**config.mk**
```make
export PLATFORM = sky130hd
export DESIGN_NAME = cache_controller
export DESIGN_NICKNAME = d
export VERILOG_FILES = /design/src/rtl/cache_controller.sv
export SDC_FILE = /design/constraint.sdc
export NUM_CORES = 1
export LEC_CHECK = 0
export BUFFER_PORTS_ARGS = -buffer_cell sky130_fd_sc_hd__buf_2
export CAP_MARGIN = 10
export CORE_AREA = 2 2 58 114
export CTS_BUF_LIST = sky130_fd_sc_hd__clkbuf_4 sky130_fd_sc_hd__clkbuf_8
export CTS_CLUSTER_DIAMETER = 100
export DETAILED_ROUTE_END_ITERATION = 10
export DIE_AREA = 0 0 60 116
export PLACE_DENSITY = 0.89
export REMOVE_ABC_BUFFERS = 1
export SYNTH_ARGS = -nofsm -noshare
export SYNTH_HDL_FRONTEND = slang
export SYNTH_SLANG_ARGS = --single-unit
export TNS_END_PERCENT = 100
```
**constraint.sdc**
```tcl
create_clock -name clk -period 4.9 [get_ports clk]
set_input_delay 0.98 -clock clk [delete_from_list [all_inputs] [get_ports clk]]
set_output_delay 0.98 -clock clk [all_outputs]
set_load 0.005 [all_outputs]
```
**src/rtl/cache_controller.sv**
```systemverilog
`default_nettype none
// ----------------------------------------------------------------------------
// cache_controller : Moore FSM sequencing cache/memory strobes, with saturating
// hit/miss/write-back statistics.                                   Rev 1.0
// ----------------------------------------------------------------------------
module cache_controller #(
  parameter int CNT_WIDTH = 16
) (
  input  logic                 clk,
  input  logic                 rst_n,
  input  logic                 cpu_req_valid,
  input  logic                 cpu_req_type,
  output logic                 cpu_req_ready,
  output logic                 cpu_resp_valid,
  input  logic                 hit,
  input  logic                 dirty_bit,
  input  logic                 mem_ready,
  output logic                 req_type,
  output logic                 read_en_cache,
  output logic                 write_en_cache,
  output logic                 read_en_mem,
  output logic                 write_en_mem,
  input  logic                 clr_stats,
  output logic [CNT_WIDTH-1:0] hit_cnt,
  output logic [CNT_WIDTH-1:0] miss_cnt,
  output logic [CNT_WIDTH-1:0] wb_cnt
);

  localparam logic [CNT_WIDTH-1:0] CNT_MAX = '1;
  localparam logic [CNT_WIDTH-1:0] CNT_ONE = CNT_WIDTH'(1);

  typedef enum logic [2:0] {
    S_IDLE       = 3'd0,
    S_COMPARE    = 3'd1,
    S_ACCESS     = 3'd2,
    S_WRITE_BACK = 3'd3,
    S_ALLOCATE   = 3'd4
  } state_t;

  state_t state_q, state_d;
  logic   retry_q;
  logic   req_type_q;
  logic   ready_q, resp_q;
  logic   rd_cache_q, wr_cache_q, rd_mem_q, wr_mem_q;
  logic [CNT_WIDTH-1:0] hit_cnt_q, miss_cnt_q, wb_cnt_q;

  logic hit_inc, miss_inc, wb_inc;

  always_comb begin
    state_d = state_q;
    case (state_q)
      S_IDLE:       if (cpu_req_valid) state_d = S_COMPARE;
      S_COMPARE: begin
        if (hit)            state_d = S_ACCESS;
        else if (dirty_bit) state_d = S_WRITE_BACK;
        else                state_d = S_ALLOCATE;
      end
      S_ACCESS:     state_d = S_IDLE;
      S_WRITE_BACK: if (mem_ready) state_d = S_ALLOCATE;
      S_ALLOCATE:   if (mem_ready) state_d = S_COMPARE;
      default:      state_d = S_IDLE;
    endcase
  end

  // Outputs are registered from the next state so they line up with state_q.
  always_ff @(posedge clk or negedge rst_n) begin
    if (!rst_n) begin
      state_q    <= S_IDLE;
      retry_q    <= 1'b0;
      req_type_q <= 1'b0;
      ready_q    <= 1'b1;
      resp_q     <= 1'b0;
      rd_cache_q <= 1'b0;
      wr_cache_q <= 1'b0;
      rd_mem_q   <= 1'b0;
      wr_mem_q   <= 1'b0;
    end else begin
      state_q <= state_d;
      if (state_q == S_IDLE && cpu_req_valid) begin
        req_type_q <= cpu_req_type;
        retry_q    <= 1'b0;
      end else if (state_q == S_ALLOCATE && mem_ready) begin
        retry_q <= 1'b1;
      end
      ready_q    <= (state_d == S_IDLE);
      resp_q     <= (state_d == S_ACCESS);
      rd_cache_q <= (state_d == S_ACCESS && !req_type_q) || (state_d == S_WRITE_BACK);
      wr_cache_q <= (state_d == S_ACCESS &&  req_type_q) || (state_d == S_ALLOCATE);
      rd_mem_q   <= (state_d == S_ALLOCATE);
      wr_mem_q   <= (state_d == S_WRITE_BACK);
    end
  end

  // Retried compares follow a fill and must not be counted a second time.
  assign hit_inc  = (state_q == S_COMPARE) &&  hit && !retry_q;
  assign miss_inc = (state_q == S_COMPARE) && !hit && !retry_q;
  assign wb_inc   = (state_q == S_WRITE_BACK) && mem_ready;

  function automatic logic [CNT_WIDTH-1:0] sat_inc(input logic [CNT_WIDTH-1:0] v,
                                                   input logic en);
    return (en && v != CNT_MAX) ? v + CNT_ONE : v;
  endfunction

  always_ff @(posedge clk or negedge rst_n) begin
    if (!rst_n) begin
      hit_cnt_q  <= '0;
      miss_cnt_q <= '0;
      wb_cnt_q   <= '0;
    end else if (clr_stats) begin
      hit_cnt_q  <= '0;
      miss_cnt_q <= '0;
      wb_cnt_q   <= '0;
    end else begin
      hit_cnt_q  <= sat_inc(hit_cnt_q, hit_inc);
      miss_cnt_q <= sat_inc(miss_cnt_q, miss_inc);
      wb_cnt_q   <= sat_inc(wb_cnt_q, wb_inc);
    end
  end

  assign cpu_req_ready  = ready_q;
  assign cpu_resp_valid = resp_q;
  assign req_type       = req_type_q;
  assign read_en_cache  = rd_cache_q;
  assign write_en_cache = wr_cache_q;
  assign read_en_mem    = rd_mem_q;
  assign write_en_mem   = wr_mem_q;
  assign hit_cnt        = hit_cnt_q;
  assign miss_cnt       = miss_cnt_q;
  assign wb_cnt         = wb_cnt_q;

endmodule
`default_nettype wire

```
==> impl_results.md <==
* Max Fclk at 374.1 MHz
* Hold WC Path Type: reg -> reg
* Final instance area at 3782 um^2
* Root buffer cell: clkbuf_8
* FF-to-FF Start: state_q[2]$_DFF_PN0_
* Total grt overflow at 0
* Pwr dens at 317.2 nW/um^2
* Async set-or-reset flop fraction in the synthesized netlist at 100.0%
* Register area at 1478 um^2
* Finish-stage setup viols at 0
* Syn-to-layout area delta at 17.49%
* Worst Tran Pin Value at 0.9677 ns
* Multi-input logic area at 1642 um^2
* Core box area at 6056 um^2
* DR vias/cell at 6.038
* Mean post-synth cell area at 9.304 um^2
* Place WS at 2.049 ns
* Placed Instance Area at 3598 um^2
* Pre-antenna DRT Iters at 4
* Clock Path Buffers at 2
* Period utilization at 54.56%
* Detailed router's first-iteration violation count at 117
* Lkg Pwr at 0.001694 uW
* Cts repair resizes at 0
* Drt drc at 0
* Total power at 1200 uW
* Crit path launch: state_q[2]$_DFF_PN0_
* Die area at 6960 um^2
* Register clock-pin slew on the reported worst setup and hold paths at 0.06 ns
* Via Count at 2995
* CTS tree: done
* Post-synth EDFFs at 0
* RSZ-0062 raised after global routing: no
* Critical path required time at 5.13 ns
* Cts hold-fix bufs at 0
* IO Port Bufs at 62
* Worst R2R Path Depth at 4
* Max-cap violations at 0
* TNS Setup at 0 ns
* Largest net degree at the start of global routing at 60
* Rel. slew slack at 35.32%
* Initial core utilization at 53.16%
* FF-to-FF End: hit_cnt[6]$_DFFE_PN0P_
* Drt total wl at 7759 um
* Worst skew pair latency at 0.35 ns
* Die Height at 116 um
* Initial antenna violation count at 0
* Row cnt at 40
* Die width at 60 um
* Ys flop type: dfrtp_1
* VDD IR max at 217.7 uV
* Startpoint Class: flop
* Inserted Clock Buffers at 9
* Area of the mapped netlist at 3219 um^2
* # Post-CTS Setup Buffers at 0
* Status: finished clean
* Hold Violations, Final at 0
* Arrival time at the worst endpoint at 2.90 ns
* Clock skew at 0.01063 ns
* DR WL/cell at 15.64 um
* GPL Wtd Cong at 0.8202
* H-tree depth at 3
* Critical path peak fanout at 11
* Layout cells sized above 1 at 24.27%
* PnR worst setup slack at 2.227 ns
* Final min period at 2.673 ns
* Critical path destination: hit_cnt[6]$_DFFE_PN0P_
* Fill cells at 531
* All-Layer GR Usage at 24.07%
* Crit. End Element: flop
* Vias in the first global route at 2926
* Worst R2R Setup Slack at 2.23 ns
* First-pass GRT wire length at 12820 um
* Hold WS at 0.5099 ns
* Mapped Cells at 346
* Sequential share of the synthesized area at 45.90%
* Syn. warnings at 0
* DRT antenna net count at 0
* FF+latch count, synth at 59
* IO Pins at 63
* DP Wirelength at 5415 um
* ANT cells at 0
* Clock sink count at 59
* Yosys cell types at 47
* Crit Path Category: reg -> reg
* Nets at 418
* Final Slew Violations at 0
## critical path, stage by stage (launching register included)
cell     delay (ns)
dfrtp_1        0.48
nor4b_2        0.89
nand2_1        0.39
nor4b_1        0.42
mux2_2         0.37
## sequential cells by signal, summed over array words and instances, names as in the netlist
name and count:
cpu_req_ready 1, miss_cnt 16, retry_q 1, read_en_mem 1, cpu_resp_valid 1, state_q 3
req_type 1, wb_cnt 16, hit_cnt 16, write_en_mem 1, write_en_cache 1, read_en_cache 1
## cell usage in the layout (no fill, tap or decap), types with 4 or more instances in the layout
master	n
or4_1	12
a211oi_1	9
a21oi_1	32
nand2b_1	4
buf_4	4
mux2_2	12
o31ai_1	10
and4_1	5
mux2i_1	5
nor2b_1	11
o21ai_0	10
nand2_1	20
nand4_1	13
or3_1	9
nor3_1	14
nand3_1	20
dfrtp_1	58
inv_1	8
nor4_1	10
nor2_1	28
clkbuf_8	11
and3_1	4
buf_2	62
## metal layers
metal	GRT usage, %	vias up	wire length (um)
met5	0	-	0
met4	15.70	0	248
met3	2.790	22	273
met2	41.67	86	4259
met1	26.59	1453	2977
li1	-	1434	-
## final cells by class
cell class / count / area share [%]
multi-input combinational: 262 / 43.40
timing repair buffer: 66 / 8.998
clock inverter: 2 / 0.2646
inverter: 9 / 0.8932
clock buffer: 14 / 4.598
sequential: 59 / 39.07
tap: 84 / 2.779
## per-stage QoR
stage                     std cells  util, %
after floorplan                 330        -
after global placement          480    59.42
after detailed placement        480    59.42
after CTS                       496    62.46
after global routing            496    62.46
final                           496    62.46
## cell families after synthesis
family	synth area share, %
AND/OR/NAND/NOR	28.95
AO/OA/AOI/OAI	14.92
flip-flops	45.90
buffers and inverters	3.303
multiplexers	5.752
adder cells (fa/ha/maj)	1.166
## synth_stat cells, drive strengths merged (2+ instances only)
cell | instances | area [um^2]
o21ai | 10 | 50.05
dfrtp | 58 | 1451
nor4b | 4 | 35.03
a21oi | 32 | 160.2
mux2 | 12 | 135.1
o31ai | 10 | 75.07
and3 | 4 | 25.02
and4 | 5 | 43.79
or4 | 12 | 90.09
nand2 | 20 | 75.07
nand3 | 20 | 100.1
o21a | 2 | 15.01
nor2b | 11 | 68.82
inv | 8 | 30.03
buf | 3 | 23.77
nand2b | 4 | 25.02
a211oi | 9 | 67.56
nor3 | 14 | 70.07
clkbuf | 13 | 48.80
mux2i | 5 | 50.05
and2 | 2 | 12.51
nand4 | 13 | 81.33
nor2 | 28 | 105.1
nor4 | 10 | 62.56
or3 | 9 | 56.30
nand3b | 2 | 15.01
a311oi | 2 | 17.52
and4b | 2 | 20.02
ha | 3 | 37.54
o31a | 2 | 17.52
a31oi | 3 | 18.77
## power breakdown
part           internal, uW  switching [uW]
Combinational          84.3             121
Clock                   227             190
Sequential              532            46.3
Total                   843             357
## worst min-delay path by stage
stage / cells past startpoint / start / slack, ns / endpoint
finish: 1 / req_type$_DFFE_PN0P_ / 0.51 / read_en_cache$_DFF_PN0_
global route: 1 / req_type$_DFFE_PN0P_ / 0.55 / read_en_cache$_DFF_PN0_
CTS: 1 / req_type$_DFFE_PN0P_ / 0.52 / read_en_cache$_DFF_PN0_
detailed placement: 1 / req_type$_DFFE_PN0P_ / 0.51 / read_en_cache$_DFF_PN0_
global placement: 1 / req_type$_DFFE_PN0P_ / 0.52 / read_en_cache$_DFF_PN0_
floorplan: 1 / req_type$_DFFE_PN0P_ / 0.48 / read_en_cache$_DFF_PN0_
(Power assumes the default switching activity.)
